<file path="config.mk">
export PLATFORM = sky130hd
export DESIGN_NAME = control_movimiento
export DESIGN_NICKNAME = d
export VERILOG_FILES = /design/src/rtl/control_movimiento.sv
export SDC_FILE = /design/constraint.sdc
export NUM_CORES = 1
export LEC_CHECK = 0
export CORE_AREA = 2 2 60 62
export CTS_BUF_LIST = sky130_fd_sc_hd__clkbuf_4 sky130_fd_sc_hd__clkbuf_8
export DETAILED_ROUTE_END_ITERATION = 6
export DIE_AREA = 0 0 62 64
export DONT_BUFFER_PORTS = 1
export GPL_TIMING_DRIVEN = 0
export PLACE_DENSITY = 0.86
export SYNTH_ARGS = -nofsm -noshare
export SYNTH_HDL_FRONTEND = slang
export SYNTH_SLANG_ARGS = --single-unit
</file>
<file path="constraint.sdc">
create_clock -name clk -period 2 [get_ports clk]
set_input_delay 0.3 -clock clk [delete_from_list [all_inputs] [get_ports clk]]
set_output_delay 0.3 -clock clk [all_outputs]
set_load 0.05 [all_outputs]
</file>
<file path="src/rtl/control_movimiento.sv">
// control_movimiento: turns held button codes into a committed snake heading,
// a run/pause state and a periodic one-cycle move strobe (paso).
// Heading changes are buffered in dir_pend and only take effect on the step
// edge, so the snake can turn at most once per step and never reverses.
module control_movimiento #(
  parameter int PERIODO = 25_000_000
) (
  input  logic       clk,
  input  logic       reset,
  input  logic [2:0] boton_pres,
  output logic [1:0] direccion,
  output logic [1:0] estado,
  output logic       pausado,
  output logic       paso
);

  // FSM encodings (visible on the estado port)
  localparam logic [1:0] ST_ESPERA    = 2'd0;
  localparam logic [1:0] ST_CORRIENDO = 2'd1;
  localparam logic [1:0] ST_PAUSADO   = 2'd2;

  // Heading encodings (visible on the direccion port)
  localparam logic [1:0] DIR_ARRIBA = 2'd0;
  localparam logic [1:0] DIR_ABAJO  = 2'd1;
  localparam logic [1:0] DIR_IZQ    = 2'd2;
  localparam logic [1:0] DIR_DER    = 2'd3;

  // Button codes coming from the input handler
  localparam logic [2:0] BTN_ARRIBA = 3'd1;
  localparam logic [2:0] BTN_ABAJO  = 3'd2;
  localparam logic [2:0] BTN_IZQ    = 3'd3;
  localparam logic [2:0] BTN_DER    = 3'd4;
  localparam logic [2:0] BTN_PAUSA  = 3'd5;

  // Last count value of a step period
  localparam logic [24:0] CNT_ULTIMO = 25'(PERIODO - 1);

  // Reverse of a heading: up<->down and left<->right differ only in bit 0
  function automatic logic [1:0] opuesta(input logic [1:0] d);
    return {d[1], ~d[0]};
  endfunction

  // State and datapath flops
  logic [1:0]  estado_q,     estado_d;
  logic [1:0]  direccion_q,  direccion_d;
  logic [1:0]  dir_pend_q,   dir_pend_d;
  logic [24:0] cnt_q,        cnt_d;
  logic        paso_q,       paso_d;
  logic        pausado_q,    pausado_d;
  logic [2:0]  boton_prev_q, boton_prev_d;

  // Decoded button events for the current cycle
  logic        evento_s;
  logic        ev_dir_s;
  logic        ev_pausa_s;
  logic [1:0]  dir_req_s;
  logic        req_no_opuesta_s;
  logic        req_nueva_s;
  logic        fin_periodo_s;

  // Decode a change of the button level into direction / pause events
  always_comb begin
    evento_s   = (boton_pres != boton_prev_q);
    dir_req_s  = DIR_ARRIBA;
    ev_dir_s   = 1'b0;
    ev_pausa_s = 1'b0;
    case (boton_pres)
      BTN_ARRIBA: begin
        dir_req_s = DIR_ARRIBA;
        ev_dir_s  = evento_s;
      end
      BTN_ABAJO: begin
        dir_req_s = DIR_ABAJO;
        ev_dir_s  = evento_s;
      end
      BTN_IZQ: begin
        dir_req_s = DIR_IZQ;
        ev_dir_s  = evento_s;
      end
      BTN_DER: begin
        dir_req_s = DIR_DER;
        ev_dir_s  = evento_s;
      end
      BTN_PAUSA: begin
        ev_pausa_s = evento_s;
      end
      default: begin
        // 0 (none) and the unused codes 6/7 never produce an event
        dir_req_s  = DIR_ARRIBA;
        ev_dir_s   = 1'b0;
        ev_pausa_s = 1'b0;
      end
    endcase
    // Legality is always judged against the committed heading, never dir_pend
    req_no_opuesta_s = (dir_req_s != opuesta(direccion_q));
    req_nueva_s      = req_no_opuesta_s && (dir_req_s != direccion_q);
    fin_periodo_s    = (cnt_q == CNT_ULTIMO);
  end

  // State register
  always_ff @(posedge clk) begin
    if (reset) begin
      estado_q <= ST_ESPERA;
    end else begin
      estado_q <= estado_d;
    end
  end

  // Next-state logic
  always_comb begin
    estado_d = estado_q;
    case (estado_q)
      ST_ESPERA: begin
        if (ev_dir_s && req_no_opuesta_s) begin
          estado_d = ST_CORRIENDO;
        end else begin
          estado_d = ST_ESPERA;
        end
      end
      ST_CORRIENDO: begin
        if (ev_pausa_s) begin
          estado_d = ST_PAUSADO;
        end else begin
          estado_d = ST_CORRIENDO;
        end
      end
      ST_PAUSADO: begin
        if (ev_pausa_s) begin
          estado_d = ST_CORRIENDO;
        end else begin
          estado_d = ST_PAUSADO;
        end
      end
      default: begin
        estado_d = ST_ESPERA;
      end
    endcase
  end

  // Output / datapath next values: counter, step strobe and heading buffer
  always_comb begin
    direccion_d  = direccion_q;
    dir_pend_d   = dir_pend_q;
    cnt_d        = cnt_q;
    paso_d       = 1'b0;
    boton_prev_d = boton_pres;
    case (estado_q)
      ST_ESPERA: begin
        // The first heading is committed at once so the game starts moving
        // in the pressed direction; the counter restarts from zero.
        cnt_d = 25'd0;
        if (ev_dir_s && req_no_opuesta_s) begin
          dir_pend_d  = dir_req_s;
          direccion_d = dir_req_s;
        end else begin
          dir_pend_d  = dir_pend_q;
          direccion_d = direccion_q;
        end
      end
      ST_CORRIENDO: begin
        if (ev_pausa_s) begin
          // Pause wins over a coinciding step: the count is frozen so the
          // step fires on the first running cycle after resuming.
          cnt_d = cnt_q;
        end else if (fin_periodo_s) begin
          cnt_d  = 25'd0;
          paso_d = 1'b1;
          if (ev_dir_s && req_nueva_s) begin
            // A request arriving on the step edge is committed directly
            dir_pend_d  = dir_req_s;
            direccion_d = dir_req_s;
          end else begin
            dir_pend_d  = dir_pend_q;
            direccion_d = dir_pend_q;
          end
        end else begin
          cnt_d = cnt_q + 25'd1;
          if (ev_dir_s && req_nueva_s) begin
            dir_pend_d = dir_req_s;
          end else begin
            dir_pend_d = dir_pend_q;
          end
        end
      end
      ST_PAUSADO: begin
        // Everything holds; direction presses are ignored while paused
        cnt_d       = cnt_q;
        dir_pend_d  = dir_pend_q;
        direccion_d = direccion_q;
      end
      default: begin
        cnt_d       = 25'd0;
        dir_pend_d  = DIR_DER;
        direccion_d = DIR_DER;
      end
    endcase
    pausado_d = (estado_d == ST_PAUSADO);
  end

  // Datapath and registered outputs
  always_ff @(posedge clk) begin
    if (reset) begin
      direccion_q  <= DIR_DER;
      dir_pend_q   <= DIR_DER;
      cnt_q        <= 25'd0;
      paso_q       <= 1'b0;
      pausado_q    <= 1'b0;
      boton_prev_q <= 3'd0;
    end else begin
      direccion_q  <= direccion_d;
      dir_pend_q   <= dir_pend_d;
      cnt_q        <= cnt_d;
      paso_q       <= paso_d;
      pausado_q    <= pausado_d;
      boton_prev_q <= boton_prev_d;
    end
  end

  assign direccion = direccion_q;
  assign estado    = estado_q;
  assign pausado   = pausado_q;
  assign paso      = paso_q;

endmodule

</file>
==> run metrics <==
max cap viols 0; synth top area cells dfxtp_1, nor2_1, xor2_1; Synth Instances 222; DRC 0; CP cell instances or4bb_4 -> nor4_4 -> nand3_2 -> a21oi_2 -> or2_4 -> buf_8 -> clkbuf_16 -> nor2_1; Crit path arrival time 2.43 ns; Multi-input gate area 1229 µm²; worst slew margin relative to its limit just under 70%; DRT Pass-1 Iters 4; Final Power around 1.7 mW; Final Max Tran Viols 0; Mapped Nets ~230; Crit path depth 8; Clk Latency, worst-skew pair 0.36 ns; die height roughly 64 µm; Synth warnings 0; Max Buffers Root-to-Sink 2; crit path from cnt_q[13]; Worst Slack Setup Final -0.1723 ns; slowest CP cell or4bb_4; leading cell type in the layout, fill and taps excluded nor2_1; Worst EP required 2.26 ns; register area share after synthesis a little under two fifths; Sink Count 36; worst hold path type in -> reg; RSZ-0062 raised after global routing true; H-tree depth 2; vias after detailed routing 1784; DPL Wire Length 2667 µm; Final Skew 0.02124 ns; cell taking the most area after synthesis dfxtp_1; share of cells above drive strength 1 around 27%; number of flops mapped to enable cells by yosys 0; Final Hold Vio Count 0; first-pass GRT wire length 7044 µm; Antenna Cells 0; Root Buffer clkbuf_4; fin crit share 108.6%; Final ANT Viol Nets 0; Final setup viols 28; number of CTS-inserted buffers 5; most used flip-flop cell after synthesis dfxtp_1; DRT iter0 DRCs 289; nets 250; CP max FO 6; Post-synth ARST share 0%; Port Buffers 0; syn avg cell area 8.618 µm²; critical path class reg -> reg; crit start category flip-flop; grt ovf 0; Row Count 21; Tot GR Track Use 23.72%; Buffers & Inverters on Critical Path 2; Synth Cell Area 1913 µm²; Worst Hold Launch reset; Setup crit end kind flip-flop; Vias/cell 6.131; pin count of the biggest net entering global routing 13; Register Area approximately 740 µm²; worst slew pin tran 0.4866 ns; Hold Path Depth 2; pre-CTS setup slack -0.3948 ns; fmax approximately 460 MHz; antenna violations before repair 0; final setup TNS -3.851 ns; die area 3968 µm²; CTS tree built; Leak 0.8656 nW; Die Width 62 µm; Worst-path clk slew 0.13 ns; core area ~3300 µm²; Max VDD drop around 0.00041 V; area grow syn2layout 23.02%; total wire length 5154 µm; reg2reg start cnt_q[13]; commonest non-fill, non-tap cells in the layout nor2_1, dfxtp_1, nand2_1, xor2_1, buf_4; top cell type's share of synthesized area 37.67%; top cell family by delay on the critical path simple AND/OR/NAND/NOR gates; max incr delay on CP 0.56 ns; violated checks negative setup slack; Top Ports 11; Worst R2R Path Depth 8; WL/cell 17.71 µm; effective utilization at floorplan 58.25%; Power Density 704.6 nW/µm²; number of global-route vias before repair around 1600; fin crit period 2.172 ns; Fillers roughly 210; Synth cell types 53; Placer Congestion 0.8668; Seq cells post-synth 36; outcome finished, violations left
## cell usage after synthesis, drive strengths merged (3+ instances only)
library cell  number
nand3b             5
nor2              36
nor3               5
a21oi              7
xor2              13
inv                4
o21ai              3
and3               7
nand4              6
xnor2              9
nor4               3
nand2             18
nor3b              4
buf                8
nor2b              6
a211o              3
dfxtp             36
nand3              8
nand2b             4
## metrics by stage
| stage | cells | hold slack (ns) | utilization, % | area, µm² |
|---|---|---|---|---|
| final | 291 | 0.1290 | 71.66 | 2354 |
| after global routing | 291 | 0.1325 | 71.66 | 2354 |
| after global placement | 268 | 0.3720 | 60.61 | 1991 |
| after CTS | 283 | 0.008128 | 67.62 | 2221 |
| after detailed placement | 268 | 0.3747 | 60.61 | 1991 |
| after floorplan | 222 | 0.3716 | - | 1933 |
## what timing repair did
item / 4_1_cts / 5_1_grt
buffers inserted: 6 / 5
hold buffers: 1 / 1
endpoints found under the hold margin: 1 / 2
pin swaps: 2 / 10
gates cloned: 0 / 2
endpoints found under the setup margin: 29 / 25
gates resized for setup: 25 / 20
## sequential cells by signal (all words and copies together) (netlist names)
| name | count |
|---|---|
| boton_prev_q | 3 |
| direccion | 2 |
| dir_pend_q | 2 |
| pausado | 1 |
| estado | 2 |
| cnt_q | 25 |
| paso | 1 |
## cells by family (layout without fill, tap and decap cells)
logic type / count (synthesis) / after routing / synth area share [%]
mux: 3 / 3 / 1.635
buf+inv: 13 / 36 / 4.054
flops: 36 / 36 / 37.67
xor+xnor: 22 / 22 / 10.07
fa+ha+maj: 1 / 1 / 0.6539
simple gates: 118 / 118 / 34.66
compound gates: 29 / 29 / 11.25
## power by group
part / internal, mW / switching [mW] / total [mW]
sequential: 0.749 / 0.0847 / 0.833
clock: 0.261 / 0.263 / 0.524
combinational: 0.147 / 0.154 / 0.301
total: 1.16 / 0.502 / 1.66
## routing by layer
metal / track usage [%] / wire length [µm]
met1: 30.47 / 2110
met2: 35.42 / 2436
met3: 6.275 / 344
met4: 12.50 / 262
met5: 0 / 0
## final timing paths
kind | end | slack, ns
worst min-delay path | direccion[0] | 0.13
worst max-delay path | cnt_q[19] | -0.17
worst max register to register | cnt_q[19] | -0.17
worst min register to register | cnt_q[1] | 0.50
## final cells by class
type,instances,share of cell area [%]
multi-input combinational,173,52.21
sequential,36,31.63
timing repair buffer,15,5.901
buffer,9,3.775
tap,46,2.446
clock inverter,3,1.808
clock buffer,5,1.595
inverter,4,0.6380
(Power assumes the default switching activity.)
